<file path="src/rtl/obstacle_spawn_scheduler_pkg.sv">
// Shared types and constants for the obstacle spawn scheduler and the game datapath.
package obstacle_spawn_scheduler_pkg;

  typedef enum logic [1:0] {
    ST_IDLE = 2'd0,
    ST_RUN  = 2'd1,
    ST_HOLD = 2'd2
  } sched_state_e;

  localparam logic [15:0] LFSR_MASK = 16'hB400;

  // Screen geometry shared with the renderer and collision check.
  localparam int X_MAX      = 160;
  localparam int GROUND_TOP = 100;
  localparam int OBS_W      = 8;

  function automatic logic [15:0] lfsr_next(input logic [15:0] cur);
    lfsr_next = cur[0] ? ((cur >> 1) ^ LFSR_MASK) : (cur >> 1);
  endfunction

endpackage

</file>
<file path="src/rtl/obstacle_spawn_scheduler_lfsr16.sv">
// 16-bit Galois LFSR, free-running except while reset is held.
module lfsr16
  import obstacle_spawn_scheduler_pkg::*;
#(
  parameter logic [15:0] SEED = 16'hACE1
) (
  input  logic        clk,
  input  logic        reset,
  output logic [15:0] q
);

  logic [15:0] q_q;
  logic [15:0] q_d;

  always_comb begin
    q_d = lfsr_next(q_q);
  end

  always_ff @(posedge clk) begin
    if (reset) q_q <= SEED;
    else       q_q <= q_d;
  end

  assign q = q_q;

endmodule

</file>
<file path="src/rtl/obstacle_spawn_scheduler.sv">
// Obstacle slot mover / retirer / respawner driven by obs_tick while RUN.
// Optional passed-dino pulse is built only when OBS_PASS_PULSE_EN is defined.
module obstacle_spawn_scheduler
  import obstacle_spawn_scheduler_pkg::*;
#(
  parameter int          NUM_OBS   = 2,
  parameter int          SPAWN_X   = X_MAX,
  parameter int          MIN_GAP   = 40,
  parameter int          FIRST_GAP = 0,
  parameter int          MIN_H     = 7,
  parameter int          DINO_X    = 15,
  parameter logic [15:0] LFSR_SEED = 16'hACE1
) (
  input  logic                   clk,
  input  logic                   reset,
  input  logic                   clear,
  input  logic                   enable,
  input  logic                   obs_tick,
  input  logic [1:0]             speed,
  output logic [8*NUM_OBS-1:0]   obs_x,
  output logic [8*NUM_OBS-1:0]   obs_h,
  output logic [NUM_OBS-1:0]     obs_active,
  output logic                   spawn_pulse,
  output logic                   passed_pulse
);

  localparam int unused_geom = GROUND_TOP + OBS_W;

  sched_state_e       state_q, state_d;
  logic [7:0]         x_q [NUM_OBS];
  logic [7:0]         x_d [NUM_OBS];
  logic [7:0]         h_q [NUM_OBS];
  logic [7:0]         h_d [NUM_OBS];
  logic [NUM_OBS-1:0] active_q, active_d;
  logic [7:0]         gap_q, gap_d;
  logic               spawn_q, spawn_d;

  logic [15:0]        lfsr_q;
  logic [6:0]         unused_lfsr_hi;
  logic [7:0]         step;
  logic               tick_act;
  logic [NUM_OBS-1:0] retire;
  logic [NUM_OBS-1:0] free_slot;
  logic [NUM_OBS-1:0] spawn_sel;
  logic [7:0]         moved_x [NUM_OBS];

  lfsr16 #(.SEED(LFSR_SEED)) u_lfsr (
    .clk   (clk),
    .reset (reset),
    .q     (lfsr_q)
  );

  assign unused_lfsr_hi = lfsr_q[15:9];

  assign step     = (speed == 2'd0) ? 8'd1 : {6'd0, speed};
  assign tick_act = obs_tick && !clear && (state_q == ST_RUN);

  for (genvar gi = 0; gi < NUM_OBS; gi++) begin : g_slot
    assign retire[gi]        = active_q[gi] && (x_q[gi] < step);
    assign free_slot[gi]     = !active_q[gi] || retire[gi];
    assign moved_x[gi]       = x_q[gi] - step;
    assign obs_x[8*gi +: 8]  = x_q[gi];
    assign obs_h[8*gi +: 8]  = h_q[gi];
  end

  // Lowest-index free slot, only when the gap has run out on an acted tick.
  always_comb begin
    spawn_sel = '0;
    if (tick_act && (gap_q == 8'd0)) begin
      for (int i = NUM_OBS - 1; i >= 0; i--) begin
        if (free_slot[i]) begin
          spawn_sel    = '0;
          spawn_sel[i] = 1'b1;
        end
      end
    end
  end

  always_comb begin
    state_d  = state_q;
    x_d      = x_q;
    h_d      = h_q;
    active_d = active_q;
    gap_d    = gap_q;
    spawn_d  = 1'b0;

    if (clear) begin
      state_d  = ST_IDLE;
      active_d = '0;
      gap_d    = 8'(FIRST_GAP);
    end else begin
      case (state_q)
        ST_IDLE: if (enable)  state_d = ST_RUN;
        ST_RUN:  if (!enable) state_d = ST_HOLD;
        ST_HOLD: if (enable)  state_d = ST_RUN;
        default:              state_d = ST_IDLE;
      endcase

      if (tick_act) begin
        gap_d = (gap_q <= step) ? 8'd0 : gap_q - step;
        for (int i = 0; i < NUM_OBS; i++) begin
          if (spawn_sel[i]) begin
            x_d[i]      = 8'(SPAWN_X);
            h_d[i]      = 8'(MIN_H) + {5'd0, lfsr_q[2:0]};
            active_d[i] = 1'b1;
            gap_d       = 8'(MIN_GAP) + {2'd0, lfsr_q[8:3]};
            spawn_d     = 1'b1;
          end else if (retire[i]) begin
            active_d[i] = 1'b0;
          end else if (active_q[i]) begin
            x_d[i] = moved_x[i];
          end
        end
      end
    end
  end

  always_ff @(posedge clk) begin
    if (reset) begin
      state_q  <= ST_IDLE;
      x_q      <= '{default: 8'd0};
      h_q      <= '{default: 8'd0};
      active_q <= '0;
      gap_q    <= 8'(FIRST_GAP);
      spawn_q  <= 1'b0;
    end else begin
      state_q  <= state_d;
      x_q      <= x_d;
      h_q      <= h_d;
      active_q <= active_d;
      gap_q    <= gap_d;
      spawn_q  <= spawn_d;
    end
  end

  assign obs_active  = active_q;
  assign spawn_pulse = spawn_q;

`ifdef OBS_PASS_PULSE_EN
  logic [NUM_OBS-1:0] pflag_q, pflag_d;
  logic               passed_q, passed_d;

  // Flag is set once per slot lifetime; retiring slots never report a pass.
  always_comb begin
    pflag_d  = pflag_q;
    passed_d = 1'b0;
    if (tick_act) begin
      for (int i = 0; i < NUM_OBS; i++) begin
        if (spawn_sel[i]) begin
          pflag_d[i] = 1'b0;
        end else if (active_q[i] && !retire[i] && !pflag_q[i] &&
                     (moved_x[i] < 8'(DINO_X))) begin
          pflag_d[i] = 1'b1;
          passed_d   = 1'b1;
        end
      end
    end
  end

  always_ff @(posedge clk) begin
    if (reset) begin
      pflag_q  <= '0;
      passed_q <= 1'b0;
    end else begin
      pflag_q  <= pflag_d;
      passed_q <= passed_d;
    end
  end

  assign passed_pulse = passed_q;
`else
  logic [7:0] unused_dino_x;
  assign unused_dino_x = 8'(DINO_X);
  assign passed_pulse  = 1'b0;
`endif

endmodule

</file>
<file path="config.mk">
export PLATFORM = sky130hd
export DESIGN_NAME = obstacle_spawn_scheduler
export DESIGN_NICKNAME = d
export VERILOG_FILES = /design/src/rtl/obstacle_spawn_scheduler_pkg.sv /design/src/rtl/obstacle_spawn_scheduler_lfsr16.sv /design/src/rtl/obstacle_spawn_scheduler.sv
export SDC_FILE = /design/constraint.sdc
export NUM_CORES = 1
export LEC_CHECK = 0
export BUFFER_PORTS_ARGS = -buffer_cell sky130_fd_sc_hd__buf_2
export CORE_AREA = 3 3 91 71
export CTS_BUF_LIST = sky130_fd_sc_hd__clkbuf_4 sky130_fd_sc_hd__clkbuf_8
export DETAILED_ROUTE_END_ITERATION = 6
export DIE_AREA = 0 0 94 74
export HOLD_SLACK_MARGIN = 0.05
export PLACE_DENSITY = 0.68
export SLEW_MARGIN = 30
export SYNTH_ARGS = -nofsm -noshare
export SYNTH_HDL_FRONTEND = slang
export SYNTH_SLANG_ARGS = --single-unit
export TNS_END_PERCENT = 100
</file>
<file path="constraint.sdc">
create_clock -name clk -period 2.75 [get_ports clk]
set_clock_uncertainty 0.2 [all_clocks]
set_input_delay 0.1375 -clock clk [delete_from_list [all_inputs] [get_ports clk]]
set_output_delay 0.1375 -clock clk [all_outputs]
set_load 0.005 [all_outputs]
</file>
==> summary.txt <==
Crit-path max FO -> 7
Worst Tran Pin Value -> 0.617 ns
Num CTS Buffers -> 5
Sequential-to-total area share from yosys stat -> 0.419
CP peak stage delay -> 0.40 ns
Clock share of power -> 0.344
Critical Path RT -> 2.80 ns
Synth Flop Type -> dfxtp_1
Fillers -> 547
Sw Ratio -> 0.263
I/O Buffers -> 33
Post-synth EDFFs -> 0
Per-cell routed wire length -> 14.1 um
RSZ-0062 raised after global routing -> no
CP dominant cell by count -> inv_1
Clock Pin Slew Worst Setup and Hold Paths -> 0.11 ns
Setup TNS -> 0 ns
Synth Warn # -> 0
Sequential Area -> 1060 um2
Crit-path cells -> inv_1, ha_1, inv_1, fa_1, or3_1, o21a_2, a21o_4, or4_1, nand3_1
Final HPWL DP -> 4.10 mm
Via count -> 2143
Layout cells sized above 1 -> 0.238
Flop pwr share -> 0.574
Total chip power -> 0.00140 W
Worst Setup End Kind -> flop
Combinational Power Share -> 0.082
NumNets Final -> 340
Diodes inserted -> 0
Max-slew violations -> 0
Worst flop-to-flop path endpoint -> gap_q[3]$_SDFFE_PP0P_
R2R setup slack -> 0.16 ns
CP max-delay cell -> or4_1
Vias in the first global route -> 1993
Row count -> 24
Initial Util -> 0.444
Largest net degree at the start of global routing -> 44
Initial DRT Pass Iterations -> 4
Worst Hold End -> gap_q[1]$_SDFFE_PP0P_
Number of synthesized register bits -> 53
Commonest non-fill, non-tap cells in the layout -> dfxtp_1, buf_2, nor2_1
Top cell type's share of synthesized area -> 0.419
P_int -> 0.00103 W
Cells on Worst Hold Path -> 3
Max Cap Viol -> 0
Crit path kind -> reg2reg
Status -> completed
Setup violators final -> 0
GRT Total Usage -> 0.172
Leading area contributor after synthesis -> dfxtp_1
Avg Cell Area, Syn -> 9.14 um2
Final ANT Viol Nets -> 0
Post-CTS Setup Inserts -> 0
Clock sinks -> 53
CTS H-Tree Depth -> 2
Max Buffers Root-to-Sink -> 2
Worst reg2reg path startpoint -> obs_x[0]$_SDFFE_PP0P_
Ys async rst share -> 0
GPL Wtd Cong -> 0.815
Fin util -> 0.520
Crit path DAT -> 2.65 ns
Worst R2R Path Depth -> 9
Area of the multi-input gates -> 1350 um2
Total Wirelength -> 5.66 mm
Area of the mapped netlist -> 2530 um2
Antenna violations before repair -> 0
Top Layer Used -> met4
Startpoint Class -> flop
Power density over cell area -> 471 nW/um2
Met3 routed WL -> 320 um
Die area -> 6960 um2
Worst vdd ir -> 0.000207 V
Die span in x -> 94 um
Die height -> 74 um
Post-route minimum period -> 2.59 ns
Final period utilization -> 0.942
Ranking of synthesized cells by area -> dfxtp_1, nor2_1, ha_1, a21oi_1, xnor2_1
DR vias/cell -> 5.34
CTS tree -> built
Fin. Hold Viols -> 0
DR iter-0 viols -> 71
Cells after Synth -> 277
Total grt overflow -> 0
DR DRC count -> 0
Worst skew pair latency -> 0.33 ns
Commonest non-fill, non-tap cell in the layout -> dfxtp_1
Core Area -> 5710 um2
M1 WL -> 2.95 mm
# IOs -> 43
Met2 wire len -> 2.30 mm
P_leak -> 1.26 nW
HP Start -> reset
Hold crit path type -> in2reg
Peak Freq -> 0.386 GHz
Root buffer cell -> clkbuf_8
Relative slew slack -> 0.578
First-pass GRT wire length -> 9.39 mm
NetSw -> 0.000367 W
Layout Area Growth over Synthesis -> 17.2%
Synth cell types -> 55
[cell families (layout without fill, tap and decap cells)]
logic type | Yosys count | after routing | share of synthesized area
muxes | 2 | 2 | 0.00840
DFF | 53 | 53 | 0.419
buffers and inverters | 33 | 71 | 0.0628
AOI/OAI and AO/OA | 64 | 64 | 0.183
other | 1 | 9 | 0.00148
and+or+nand+nor | 102 | 102 | 0.224
xor gates and xnor gates | 11 | 11 | 0.0381
adders and majority gates | 11 | 11 | 0.0633
[power groups by stage]
stage / Combinational, W / Sequential [W] / Clock [W]
2_1_floorplan: 0.0000918 / 0.000815 / 0
3_3_place_gp: 0.000108 / 0.000819 / 0
3_5_place_dp: 0.000111 / 0.000820 / 0
4_1_cts: 0.000114 / 0.000802 / 0.000495
5_1_grt: 0.000127 / 0.000805 / 0.000527
6_report: 0.000114 / 0.000802 / 0.000481
[worst max-delay path: cells and delay by family (launching register included)]
family	cells	cell delay, ns
AOI/OAI and AO/OA	2	0.51
DFF	1	0.35
and+or+nand+nor	3	0.83
buffers and inverters	2	0.11
adders and majority gates	2	0.52
[stage by stage]
step | worst slack, ns | hold WS [ns] | area, um2 | cells
after floorplan | 0.152 | 0.0149 | 2560 | 285
after global placement | 0.145 | 0.116 | 2840 | 391
after detailed placement | 0.115 | 0.123 | 2840 | 391
after CTS | 0.142 | 0.0708 | 2960 | 401
after global routing | 0.0233 | 0.102 | 2970 | 401
final | 0.159 | 0.0550 | 2970 | 401
[registers in the layout, indices dropped and copies added (netlist names)]
name	cells
u_lfsr.q	16
spawn_pulse	1
obs_active	2
obs_x	16
state_q	2
gap_q	8
obs_h	8
[Yosys cell counts (all sizes together) (2+ instances only)]
library cell	number
a2111oi	3
a211o	2
a211oi	11
a21o	2
a21oi	17
a22oi	2
a311oi	4
a31oi	2
and2	3
buf	10
clkbuf	10
dfxtp	53
fa	3
ha	8
inv	13
nand2	14
nand2b	7
nand3	2
nand4bb	2
nor2	31
nor2b	8
nor3	10
nor4	3
o211ai	2
o21ai	7
o22ai	2
o31ai	2
o32ai	2
or2	7
or3	8
or4	3
xnor2	9
xor2	2
[area by class of cell]
| class | instances | area share |
|---|---|---|
| Multi-Input combinational cell | 199 | 0.455 |
| Clock buffer | 5 | 0.0232 |
| Tap cell | 78 | 0.0329 |
| Sequential cell | 53 | 0.358 |
| Inverter | 13 | 0.0165 |
| Clock inverter | 3 | 0.00970 |
| Timing Repair Buffer | 50 | 0.105 |
[how the worst max path moves through the flow]
stage                           from               endpoint  slack, ns  cells past startpoint
2_1_floorplan  obs_x[0]$_SDFFE_PP0P_  gap_q[2]$_SDFFE_PP0P_       0.15                     11
6_report       obs_x[0]$_SDFFE_PP0P_  gap_q[3]$_SDFFE_PP0P_       0.16                      9
3_5_place_dp                speed[1]  gap_q[3]$_SDFFE_PP0P_       0.11                     10
3_3_place_gp                speed[1]  gap_q[3]$_SDFFE_PP0P_       0.14                     10
4_1_cts        obs_x[0]$_SDFFE_PP0P_  gap_q[3]$_SDFFE_PP0P_       0.14                      9
5_1_grt        obs_x[0]$_SDFFE_PP0P_  obs_h[0]$_SDFFE_PP0P_       0.02                     11
[metal layers]
metal	vias up	GRT usage
li1	1059	-
met1	1013	0.252
met2	63	0.246
met3	8	0.0374
met4	0	0.0673
met5	-	0
[what timing repair did]
item | 4_1_cts | 5_1_grt
gates resized for setup | 0 | 2
hold buffers | 2 | 0
endpoints found under the setup margin | 0 | 3
hold endpoints to repair | 4 | 0
Note: power is estimated with default switching activity, not from simulation.
